## config.mk

```make
export PLATFORM = sky130hd
export DESIGN_NAME = player_input_conditioner_flat
export DESIGN_NICKNAME = d
export VERILOG_FILES = /design/src/rtl/player_input_conditioner_pkg.sv /design/src/rtl/player_input_conditioner_if.sv /design/src/rtl/player_input_conditioner_debounce_line.sv /design/src/rtl/player_input_conditioner_quad_decoder.sv /design/src/rtl/player_input_conditioner.sv /design/src/flat_wrapper.sv
export SDC_FILE = /design/constraint.sdc
export NUM_CORES = 1
export LEC_CHECK = 0
export ABC_AREA = 1
export BUFFER_PORTS_ARGS = -buffer_cell sky130_fd_sc_hd__clkbuf_2
export CORE_ASPECT_RATIO = 0.5
export CORE_UTILIZATION = 52
export DETAILED_ROUTE_END_ITERATION = 12
export GPL_ROUTABILITY_DRIVEN = 0
export PLACE_DENSITY = 0.68
export SYNTH_ARGS = -nofsm -noshare
export SYNTH_HDL_FRONTEND = slang
export SYNTH_SLANG_ARGS = --single-unit
```

## constraint.sdc

```tcl
create_clock -name clk32mhz -period 2.23 [get_ports clk32mhz]
set_clock_uncertainty 0.2 [all_clocks]
set_input_delay 0.3345 -clock clk32mhz [delete_from_list [all_inputs] [get_ports clk32mhz]]
set_output_delay 0.3345 -clock clk32mhz [all_outputs]
set_load 0.05 [all_outputs]
```

## src/rtl/player_input_conditioner_pkg.sv

```systemverilog
// Shared definitions for the player pad conditioner: quadrature encodings,
// default timing constants and the clockwise-successor helper.
package player_input_conditioner_pkg;

  localparam int unsigned DEFAULT_DEBOUNCE_CYCLES  = 32000;
  localparam int unsigned DEFAULT_STEPS_PER_DETENT = 4;
  localparam int unsigned NUM_LINES                = 5;

  // {A,B} levels of one encoder; clockwise order is Q00->Q01->Q11->Q10->Q00
  typedef enum logic [1:0] {
    Q00 = 2'b00,
    Q01 = 2'b01,
    Q11 = 2'b11,
    Q10 = 2'b10
  } quad_t;

  function automatic quad_t quad_cw(input quad_t q);
    case (q)
      Q00:     return Q01;
      Q01:     return Q11;
      Q11:     return Q10;
      default: return Q00;
    endcase
  endfunction

endpackage

```

## src/rtl/player_input_conditioner_if.sv

```systemverilog
// Raw player pads in, conditioned single-cycle paddle/start/error pulses out.
interface player_input_conditioner_if;

  logic player1_a;
  logic player1_b;
  logic player2_a;
  logic player2_b;
  logic start;
  logic p1_up;
  logic p1_down;
  logic p2_up;
  logic p2_down;
  logic start_pulse;
  logic quad_err;

  modport master (
    output player1_a, player1_b, player2_a, player2_b, start,
    input  p1_up, p1_down, p2_up, p2_down, start_pulse, quad_err
  );

  modport slave (
    input  player1_a, player1_b, player2_a, player2_b, start,
    output p1_up, p1_down, p2_up, p2_down, start_pulse, quad_err
  );

endinterface

```

## src/rtl/player_input_conditioner_debounce_line.sv

```systemverilog
// One pad line: two-flop synchroniser followed by a hold-time debounce that
// only accepts a new level after it has been stable for DEBOUNCE_CYCLES samples.
module player_input_conditioner_debounce_line
  import player_input_conditioner_pkg::*;
#(
  parameter int unsigned DEBOUNCE_CYCLES = DEFAULT_DEBOUNCE_CYCLES
) (
  input  logic clk,
  input  logic rst_n,
  input  logic pad,
  output logic level
);

  localparam int unsigned CNT_W = (DEBOUNCE_CYCLES > 1) ? $clog2(DEBOUNCE_CYCLES) : 1;
  localparam logic [CNT_W-1:0] CNT_LAST = CNT_W'(DEBOUNCE_CYCLES - 1);

  logic             sync1;
  logic             sync2;
  logic             level_q;
  logic [CNT_W-1:0] cnt;

  // Any sample matching the accepted level restarts the hold window
  always_ff @(posedge clk or negedge rst_n) begin
    if (!rst_n) begin
      sync1   <= 1'b0;
      sync2   <= 1'b0;
      level_q <= 1'b0;
      cnt     <= '0;
    end else begin
      sync1 <= pad;
      sync2 <= sync1;
      if (sync2 == level_q) begin
        cnt <= '0;
      end else if (cnt == CNT_LAST) begin
        level_q <= sync2;
        cnt     <= '0;
      end else begin
        cnt <= cnt + CNT_W'(1);
      end
    end
  end

  assign level = level_q;

endmodule

```

## src/rtl/player_input_conditioner_quad_decoder.sv

```systemverilog
// Quadrature decoder for one rotary encoder: signed step accumulator that
// emits one up/down pulse per full detent and flags illegal double-bit jumps.
module player_input_conditioner_quad_decoder
  import player_input_conditioner_pkg::*;
#(
  parameter int unsigned STEPS_PER_DETENT = DEFAULT_STEPS_PER_DETENT
) (
  input  logic clk,
  input  logic rst_n,
  input  logic a,
  input  logic b,
  output logic up,
  output logic down,
  output logic err
);

  localparam int unsigned ACC_W = $clog2(STEPS_PER_DETENT) + 2;
  localparam logic signed [ACC_W-1:0] ACC_MAX = ACC_W'(STEPS_PER_DETENT);
  localparam logic signed [ACC_W-1:0] ACC_MIN = -ACC_MAX;

  quad_t                   cur;
  quad_t                   prev;
  logic signed [ACC_W-1:0] acc;
  logic signed [ACC_W-1:0] acc_base_c;
  logic signed [ACC_W-1:0] acc_next_c;
  logic                    fwd_c;
  logic                    rev_c;
  logic                    bad_c;
  logic                    hit_up_c;
  logic                    hit_dn_c;

  assign cur = quad_t'({a, b});

  // Classify the move; a full detent empties the accumulator as it is reported
  always_comb begin
    fwd_c      = 1'b0;
    rev_c      = 1'b0;
    bad_c      = 1'b0;
    hit_up_c   = (acc == ACC_MAX);
    hit_dn_c   = (acc == ACC_MIN);
    acc_base_c = (hit_up_c || hit_dn_c) ? '0 : acc;
    if (cur != prev) begin
      if (cur == quad_cw(prev)) begin
        fwd_c = 1'b1;
      end else if (prev == quad_cw(cur)) begin
        rev_c = 1'b1;
      end else begin
        bad_c = 1'b1;
      end
    end
    acc_next_c = acc_base_c;
    if (fwd_c) begin
      acc_next_c = acc_base_c + ACC_W'(1);
    end else if (rev_c) begin
      acc_next_c = acc_base_c - ACC_W'(1);
    end
  end

  always_ff @(posedge clk or negedge rst_n) begin
    if (!rst_n) begin
      prev <= Q00;
      acc  <= '0;
      up   <= 1'b0;
      down <= 1'b0;
      err  <= 1'b0;
    end else begin
      prev <= cur;
      acc  <= acc_next_c;
      up   <= hit_up_c;
      down <= hit_dn_c;
      err  <= bad_c;
    end
  end

endmodule

```

## src/rtl/player_input_conditioner.sv

```systemverilog
// Pad conditioner between the board pins and the pong core: debounces all five
// pads, decodes both encoders and reduces the start button to a press pulse.
module player_input_conditioner
  import player_input_conditioner_pkg::*;
#(
  parameter int unsigned DEBOUNCE_CYCLES  = DEFAULT_DEBOUNCE_CYCLES,
  parameter int unsigned STEPS_PER_DETENT = DEFAULT_STEPS_PER_DETENT,
  parameter bit          REVERSE_P2       = 1'b0
) (
  input logic                        clk32mhz,
  input logic                        reset_n,
  player_input_conditioner_if.slave  pads
);

  localparam int unsigned LINE_P1A   = 0;
  localparam int unsigned LINE_P1B   = 1;
  localparam int unsigned LINE_P2A   = 2;
  localparam int unsigned LINE_P2B   = 3;
  localparam int unsigned LINE_START = 4;

  logic [NUM_LINES-1:0] raw;
  logic [NUM_LINES-1:0] lvl;
  logic                 p1_up_q;
  logic                 p1_dn_q;
  logic                 p2_up_q;
  logic                 p2_dn_q;
  logic                 p1_err_q;
  logic                 p2_err_q;
  logic                 start_d;
  logic                 start_q;
  logic                 start_pulse_q;
  logic                 quad_err_q;

  assign raw = {pads.start, pads.player2_b, pads.player2_a, pads.player1_b, pads.player1_a};

  for (genvar i = 0; i < NUM_LINES; i++) begin : g_db
    player_input_conditioner_debounce_line #(
      .DEBOUNCE_CYCLES (DEBOUNCE_CYCLES)
    ) u_db (
      .clk   (clk32mhz),
      .rst_n (reset_n),
      .pad   (raw[i]),
      .level (lvl[i])
    );
  end

  player_input_conditioner_quad_decoder #(
    .STEPS_PER_DETENT (STEPS_PER_DETENT)
  ) u_quad_p1 (
    .clk   (clk32mhz),
    .rst_n (reset_n),
    .a     (lvl[LINE_P1A]),
    .b     (lvl[LINE_P1B]),
    .up    (p1_up_q),
    .down  (p1_dn_q),
    .err   (p1_err_q)
  );

  player_input_conditioner_quad_decoder #(
    .STEPS_PER_DETENT (STEPS_PER_DETENT)
  ) u_quad_p2 (
    .clk   (clk32mhz),
    .rst_n (reset_n),
    .a     (lvl[LINE_P2A]),
    .b     (lvl[LINE_P2B]),
    .up    (p2_up_q),
    .down  (p2_dn_q),
    .err   (p2_err_q)
  );

  // Start edge detect is delayed one stage so it lines up with paddle pulses
  always_ff @(posedge clk32mhz or negedge reset_n) begin
    if (!reset_n) begin
      start_d       <= 1'b0;
      start_q       <= 1'b0;
      start_pulse_q <= 1'b0;
      quad_err_q    <= 1'b0;
    end else begin
      start_d       <= lvl[LINE_START];
      start_q       <= start_d;
      start_pulse_q <= start_d & ~start_q;
      quad_err_q    <= p1_err_q | p2_err_q;
    end
  end

  assign pads.p1_up       = p1_up_q;
  assign pads.p1_down     = p1_dn_q;
  assign pads.p2_up       = REVERSE_P2 ? p2_dn_q : p2_up_q;
  assign pads.p2_down     = REVERSE_P2 ? p2_up_q : p2_dn_q;
  assign pads.start_pulse = start_pulse_q;
  assign pads.quad_err    = quad_err_q;

endmodule
```

## src/flat_wrapper.sv

```systemverilog
// flat-port wrapper written by rule: the top's interface ports become plain ports
module player_input_conditioner_flat import player_input_conditioner_pkg::*;
#(
  parameter int unsigned DEBOUNCE_CYCLES  = DEFAULT_DEBOUNCE_CYCLES,
  parameter int unsigned STEPS_PER_DETENT = DEFAULT_STEPS_PER_DETENT,
  parameter bit          REVERSE_P2       = 1'b0
)
  (clk32mhz, reset_n, pads_player1_a, pads_player1_b, pads_player2_a, pads_player2_b, pads_start, pads_p1_up, pads_p1_down, pads_p2_up, pads_p2_down, pads_start_pulse, pads_quad_err);
  player_input_conditioner_if pads_i ();
  input logic clk32mhz;
  input logic reset_n;
  input wire logic [$bits(pads_i.player1_a)-1:0] pads_player1_a;
  input wire logic [$bits(pads_i.player1_b)-1:0] pads_player1_b;
  input wire logic [$bits(pads_i.player2_a)-1:0] pads_player2_a;
  input wire logic [$bits(pads_i.player2_b)-1:0] pads_player2_b;
  input wire logic [$bits(pads_i.start)-1:0] pads_start;
  output wire logic [$bits(pads_i.p1_up)-1:0] pads_p1_up;
  output wire logic [$bits(pads_i.p1_down)-1:0] pads_p1_down;
  output wire logic [$bits(pads_i.p2_up)-1:0] pads_p2_up;
  output wire logic [$bits(pads_i.p2_down)-1:0] pads_p2_down;
  output wire logic [$bits(pads_i.start_pulse)-1:0] pads_start_pulse;
  output wire logic [$bits(pads_i.quad_err)-1:0] pads_quad_err;
  assign pads_i.player1_a = pads_player1_a;
  assign pads_i.player1_b = pads_player1_b;
  assign pads_i.player2_a = pads_player2_a;
  assign pads_i.player2_b = pads_player2_b;
  assign pads_i.start = pads_start;
  assign pads_p1_up = pads_i.p1_up;
  assign pads_p1_down = pads_i.p1_down;
  assign pads_p2_up = pads_i.p2_up;
  assign pads_p2_down = pads_i.p2_down;
  assign pads_start_pulse = pads_i.start_pulse;
  assign pads_quad_err = pads_i.quad_err;
  player_input_conditioner #(.DEBOUNCE_CYCLES(DEBOUNCE_CYCLES), .STEPS_PER_DETENT(STEPS_PER_DETENT), .REVERSE_P2(REVERSE_P2)) u_core (.clk32mhz(clk32mhz), .reset_n(reset_n), .pads(pads_i));
endmodule
```

; After elaboration in Yosys (flattened, before gate mapping)
; Index checks and enable logic that the tools add are counted.
[word_totals]
register_bits = 112
elab_cells = 132
inputBits = 7
[op_classes]
addsub = 9
reduce_logical = 11
muxes = 42
n_eq_ne = 28
bitwise = 8
[ops]
columns = operator, n
row1 = $mux 15, 10
row2 = $add 15x1->15 const B, 5
row3 = $eq 15x15->1 const B, 5
row4 = $mux 4, 6
row5 = $pmux 2 s3, 4
row6 = $mux 1, 16
row7 = $mux 2, 6
row8 = $reduce_and 2->1, 5
row9 = $add 4x2->4 const B, 2
row10 = $eq 2x1->1 const B, 4
row11 = $eq 2x2->1, 4
row12 = $eq 2x2->1 const B, 4
row13 = $eq 4x3->1 const B, 2
row14 = $eq 4x4->1 const B, 2
row15 = $logic_not 2->1, 4
row16 = $sub 4x2->4 const B, 2
row17 = $not 1->1, 6
row18 = $eq 1x1->1, 5
row19 = $ne 2x2->1, 2
row20 = $logic_or 1x1->1, 2
row21 = $and 1x1->1, 1
row22 = $or 1x1->1, 1

; Logic depth before layout (Yosys ltp)
[depth]
word_depth = 12
mapped_depth = 10

; Modules after synthesis
; A second synthesis with hierarchy kept.
[unflattened]
cells_unflattened = 724
area_unflattened_um2 = 5796.8
[modules_own_cells]
columns = module, instances, cells_each, area_each_um2
row1 = player_input_conditioner_debounce_line, 5, 111, 913.4
row2 = player_input_conditioner_quad_decoder, 2, 80, 554.3
row3 = player_input_conditioner, 1, 9, 121.4

; Least setup slack after synthesis
; No wires, ideal clock.
[synth_timing]
path_kind = reg2reg
from = register u_core.g_db[1].u_db.cnt[0]
to = register u_core.g_db[1].u_db.cnt[7]
n_path_buf = 1
setup_slack_ns = 0.621
setup_ns = 0.119
period_less_slack_ns = 1.609
t_arrival_ns = 1.290
path_stages_with_launch = 8
path_cell_list = dfrtp_1 > ha_1 > inv_2 > nor2_4 > nand2_2 > o21bai_4 > buf_8 > nor2_2
[synth_via]
elab_chain_len = 3
elab_cells_between_ends = 4
cone_classes = 1 x add/sub / 1 x eq/ne / 2 x mux
[synth_rtl]
columns = element, line_no
row1 = from (decl), player_input_conditioner_debounce_line.sv:20  ; logic [CNT_W-1:0] cnt;
row2 = from (signal assigned), player_input_conditioner_debounce_line.sv:38  ; cnt <= cnt + CNT_W'(1);
row3 = $add 15x1->15 / $eq 15x15->1 (equally long branches), "player_input_conditioner_debounce_line.sv:38, player_input_conditioner_debounce_line.sv:34"
row4 = $mux 15 (*), player_input_conditioner_debounce_line.sv:34  ; end else if (cnt == CNT_LAST) begin
row5 = $mux 15 (*), player_input_conditioner_debounce_line.sv:32  ; if (sync2 == level_q) begin
; Mark *: on every way between the ends. The rest lies on a longest branch, timed or not.
; A chain may end at the register's enable or synchronous reset.

; Worst setup path after layout
[layout_timing]
from = register u_core.g_db[1].u_db.cnt[0]
to = register u_core.g_db[1].u_db.cnt[13]
; Same word-level chain as after synthesis.

==> key figures <==
Status
  • Status: complete, no violations

Job
  • Maxcap violations: 0

Yosys
  • Unique masters post-synth: 29
  • FF+latch count, synth: 112
  • Warnings, synthesis: 0
  • Synth Cell Area: ~5700 µm²
  • Cells after Synth: 686
  • Syn_nets: 702
  • Sequential share of the synthesized area: 0.489
  • Syn Area/Cell: 8.35 µm²

Worst hold path
  • Hold path depth: 0
  • Worst hold path startpoint: u_core.g_db[3].u_db.sync1
  • Worst hold path endpoint: u_core.g_db[3].u_db.sync2
  • Worst Hold Class: flip-flop to flip-flop

STA
  • RSZ-0062 raised after global routing: no
  • Fin crit share: 0.825
  • Final setup margin: 0.391 ns
  • Worst slew pin tran: roughly 0.43 ns
  • Final setup violation count: 0
  • Max-slew headroom: 0.711
  • Final Hold Vio Count: 0
  • Worst hold margin: 0.162 ns
  • Fmax: 544 MHz
  • Minimum clock period: 1.84 ns
  • Fin. max-slew vios: 0
  • Setup TNS: 0 ns

Placement
  • Number of port buffers: 12
  • DP Area: 5940 µm²
  • Final HPWL DP: 6.85 mm
  • Dpl ws: 0.395 ns

Setup path
  • CP arrival: 1.85 ns
  • RR Endpoint: u_core.g_db[1].u_db.cnt[13]
  • Length in cells of the worst reg-to-reg path: 6
  • CP startpoint kind: flip-flop
  • WP data required: 2.24 ns
  • Reg2Reg Setup Slack: 0.39 ns
  • Reg-to-reg startpoint: u_core.g_db[1].u_db.cnt[0]
  • Critical Path Fanout Max: 11
  • Crit. End Element: flip-flop
  • Worst Path Class, Setup: flip-flop to flip-flop

Clock network
  • CTS clk-pin slew, worst paths: 0.07 ns
  • Max clock buf depth: 2
  • Clk_lat worst skew: 0.34 ns
  • Root Buffer Master: clkbuf_16
  • CTS tree: built
  • CTS Buf Count: 9
  • # clock sinks: 112
  • CTS resizes: 0
  • CTS H-tree lvls: 3

Die
  • Die width: 150 µm
  • Ports: 13
  • Rows: 26
  • Initial Util: 0.549
  • Core Area: 10400 µm²
  • Die Y-Extent: 76.2 µm
  • DIE AREA: 11500 µm²

Layout
  • Final Cell Area: 6280 µm²
  • Layout cells sized above 1: 0.117
  • Diode count: 0
  • Nets: about 730
  • Area grow syn2layout: 9.65%

Detailed routing
  • Vias per cell: 4.79
  • First-pass DRT Iterations: 4
  • Initial drt markers: roughly 180
  • Wirelength per Cell: 11.1 µm
  • Vias post-DR: 4097
  • Final WL: ~9.5 mm
  • Remaining antenna violation count after routing: 0
  • # DRC: 0

GRT
  • Grt ovf: 0
  • Largest net degree at the start of global routing: 43
  • Antenna violations before repair: 0
  • First-pass GRT wire length: 17.6 mm
  • Gr usage total: 0.191
  • Vias in the first global route: 4064

Pwr
  • PwrDens: 598 nW/µm²
  • Power after layout: 3.76 mW
  • Leak Pwr: around 2.8 nW
  • Peak supply drop: approximately 0.43 mV
## logic make-up after synthesis
family,after synthesis,share of synthesized area
XOR/XNOR,55,0.0841
buffers and inverters,79,0.0594
AO/OA/AOI/OAI,28,0.0373
adder cells (fa/ha/maj),9,0.0197
AND/OR/NAND/NOR,403,0.310
flip-flops,112,0.489
## registers in the layout, indices dropped and copies added, names as in the netlist
signal                   flops
u_core.g_db.u_db.sync1       5
u_core.g_db.u_db.cnt        75
u_core.pads.quad_err         1
u_core.u_quad_p2.up          1
u_core.u_quad_p1.prev        2
u_core.u_quad_p1.up          1
u_core.start_d               1
u_core.u_quad_p2.prev        2
u_core.u_quad_p1.err         1
u_core.start_q               1
u_core.u_quad_p2.down        1
u_core.u_quad_p2.acc         4
u_core.u_quad_p1.down        1
u_core.u_quad_p1.acc         4
u_core.g_db.u_db.sync2       5
u_core.u_quad_p2.err         1
u_core.pads.start_pulse      1
u_core.g_db.u_db.level       5
## cell usage after synthesis
library cell | instances | area [µm²]
nor2_4 | 5 | 56.3
nor2_1 | 122 | 458
inv_1 | 70 | 263
nand4_1 | 23 | 144
xor2_1 | 27 | 236
nand2_1 | 167 | 627
ha_1 | 9 | 113
nor2_2 | 30 | 188
o21ai_0 | 14 | 70.1
xnor2_1 | 28 | 245
or2_2 | 1 | 6.26
dfrtp_1 | 112 | 2800
nor3_1 | 6 | 30.0
o21bai_4 | 5 | 93.8
a21oi_1 | 6 | 30.0
nand3b_1 | 2 | 15.0
inv_2 | 1 | 3.75
nand3_1 | 34 | 170
o21bai_1 | 1 | 7.51
or2_0 | 2 | 12.5
o21ai_1 | 1 | 5.00
nand3_2 | 1 | 10.0
clkbuf_2 | 1 | 5.00
o31ai_1 | 1 | 7.51
buf_4 | 3 | 22.5
buf_6 | 1 | 11.3
buf_8 | 2 | 30.0
nand2_2 | 10 | 62.6
buf_2 | 1 | 5.00
## timing repair
action | CTS | global route
hold buffers | 6 | 0
hold endpoints to repair | 34 | 0
setup buffers | 0 | 0
## cell type report
| cell class | instances | area (µm²) |
|---|---|---|
| fill | 903 | 4160 |
| clock buffer | 10 | 239 |
| tap | 140 | 175 |
| multi-input combinational | 495 | 2590 |
| inverter | 71 | 267 |
| clock inverter | 6 | 42.5 |
| timing repair buffer | 21 | 170 |
| sequential | 112 | 2800 |
## how the worst max path moves through the flow
stage	cells past startpoint	start	slack [ns]	end
after global routing	6	u_core.g_db[1].u_db.cnt[0]	0.26	u_core.g_db[1].u_db.cnt[13]
after CTS	6	u_core.g_db[1].u_db.cnt[0]	0.39	u_core.g_db[1].u_db.cnt[13]
after global placement	6	u_core.g_db[1].u_db.cnt[0]	0.44	u_core.g_db[1].u_db.cnt[13]
final	6	u_core.g_db[1].u_db.cnt[0]	0.39	u_core.g_db[1].u_db.cnt[13]
after floorplan	7	u_core.g_db[1].u_db.cnt[0]	0.62	u_core.g_db[1].u_db.cnt[7]
after detailed placement	6	u_core.g_db[1].u_db.cnt[0]	0.39	u_core.g_db[1].u_db.cnt[13]
## worst max-delay path: stages, from the launching register on
cell and delay (ns):
dfrtp_1 0.42, ha_1 0.32, inv_2 0.07, nor2_4 0.13, nand2_2 0.10, o21bai_4 0.39
a21oi_1 0.07
## cells in the final DEF, fill, tap and decap left out, types with 2 or more instances in the layout
cell             n
nand2_1        167
nor2_1         122
dfrtp_1        112
inv_1           70
nand3_1         34
nor2_2          30
xnor2_1         28
xor2_1          27
nand4_1         23
o21ai_0         14
clkbuf_2        11
nand2_2         10
ha_1             9
clkbuf_16        9
a21oi_1          6
nor3_1           6
dlygate4sd3_1    6
o21bai_4         5
nor2_4           5
or2_0            2
nand3b_1         2
clkinvlp_4       2
clkinv_2         2
inv_6            2
buf_4            2
buf_12           2
## where the power goes
| group | internal, mW | switching [mW] |
|---|---|---|
| combinational | 0.0574 | 0.0964 |
| sequential | 2.06 | 0.0280 |
| clock | 0.793 | 0.724 |
| total | 2.91 | 0.848 |
## per-layer routing
| metal | wire, µm | part of all wire | vias up | global-route usage |
|---|---|---|---|---|
| met2 | 4230 | 0.45 | 30 | 0.309 |
| met1 | 4970 | 0.52 | 1887 | 0.258 |
| met3 | 225 | 0.024 | 6 | 0.0431 |
| met4 | 61 | 0.0064 | 0 | 0.0505 |
| li1 | - | - | 2174 | - |
| met5 | 0 | 0 | - | 0 |
## stage by stage
| stage | util | std cells |
|---|---|---|
| after global placement | 0.569 | 833 |
| after CTS | 0.602 | 855 |
| after global routing | 0.602 | 855 |
| after floorplan | - | 686 |
| final | 0.602 | 855 |
| after detailed placement | 0.569 | 833 |
No activity file was read; power rests on OpenSTA's default activity.
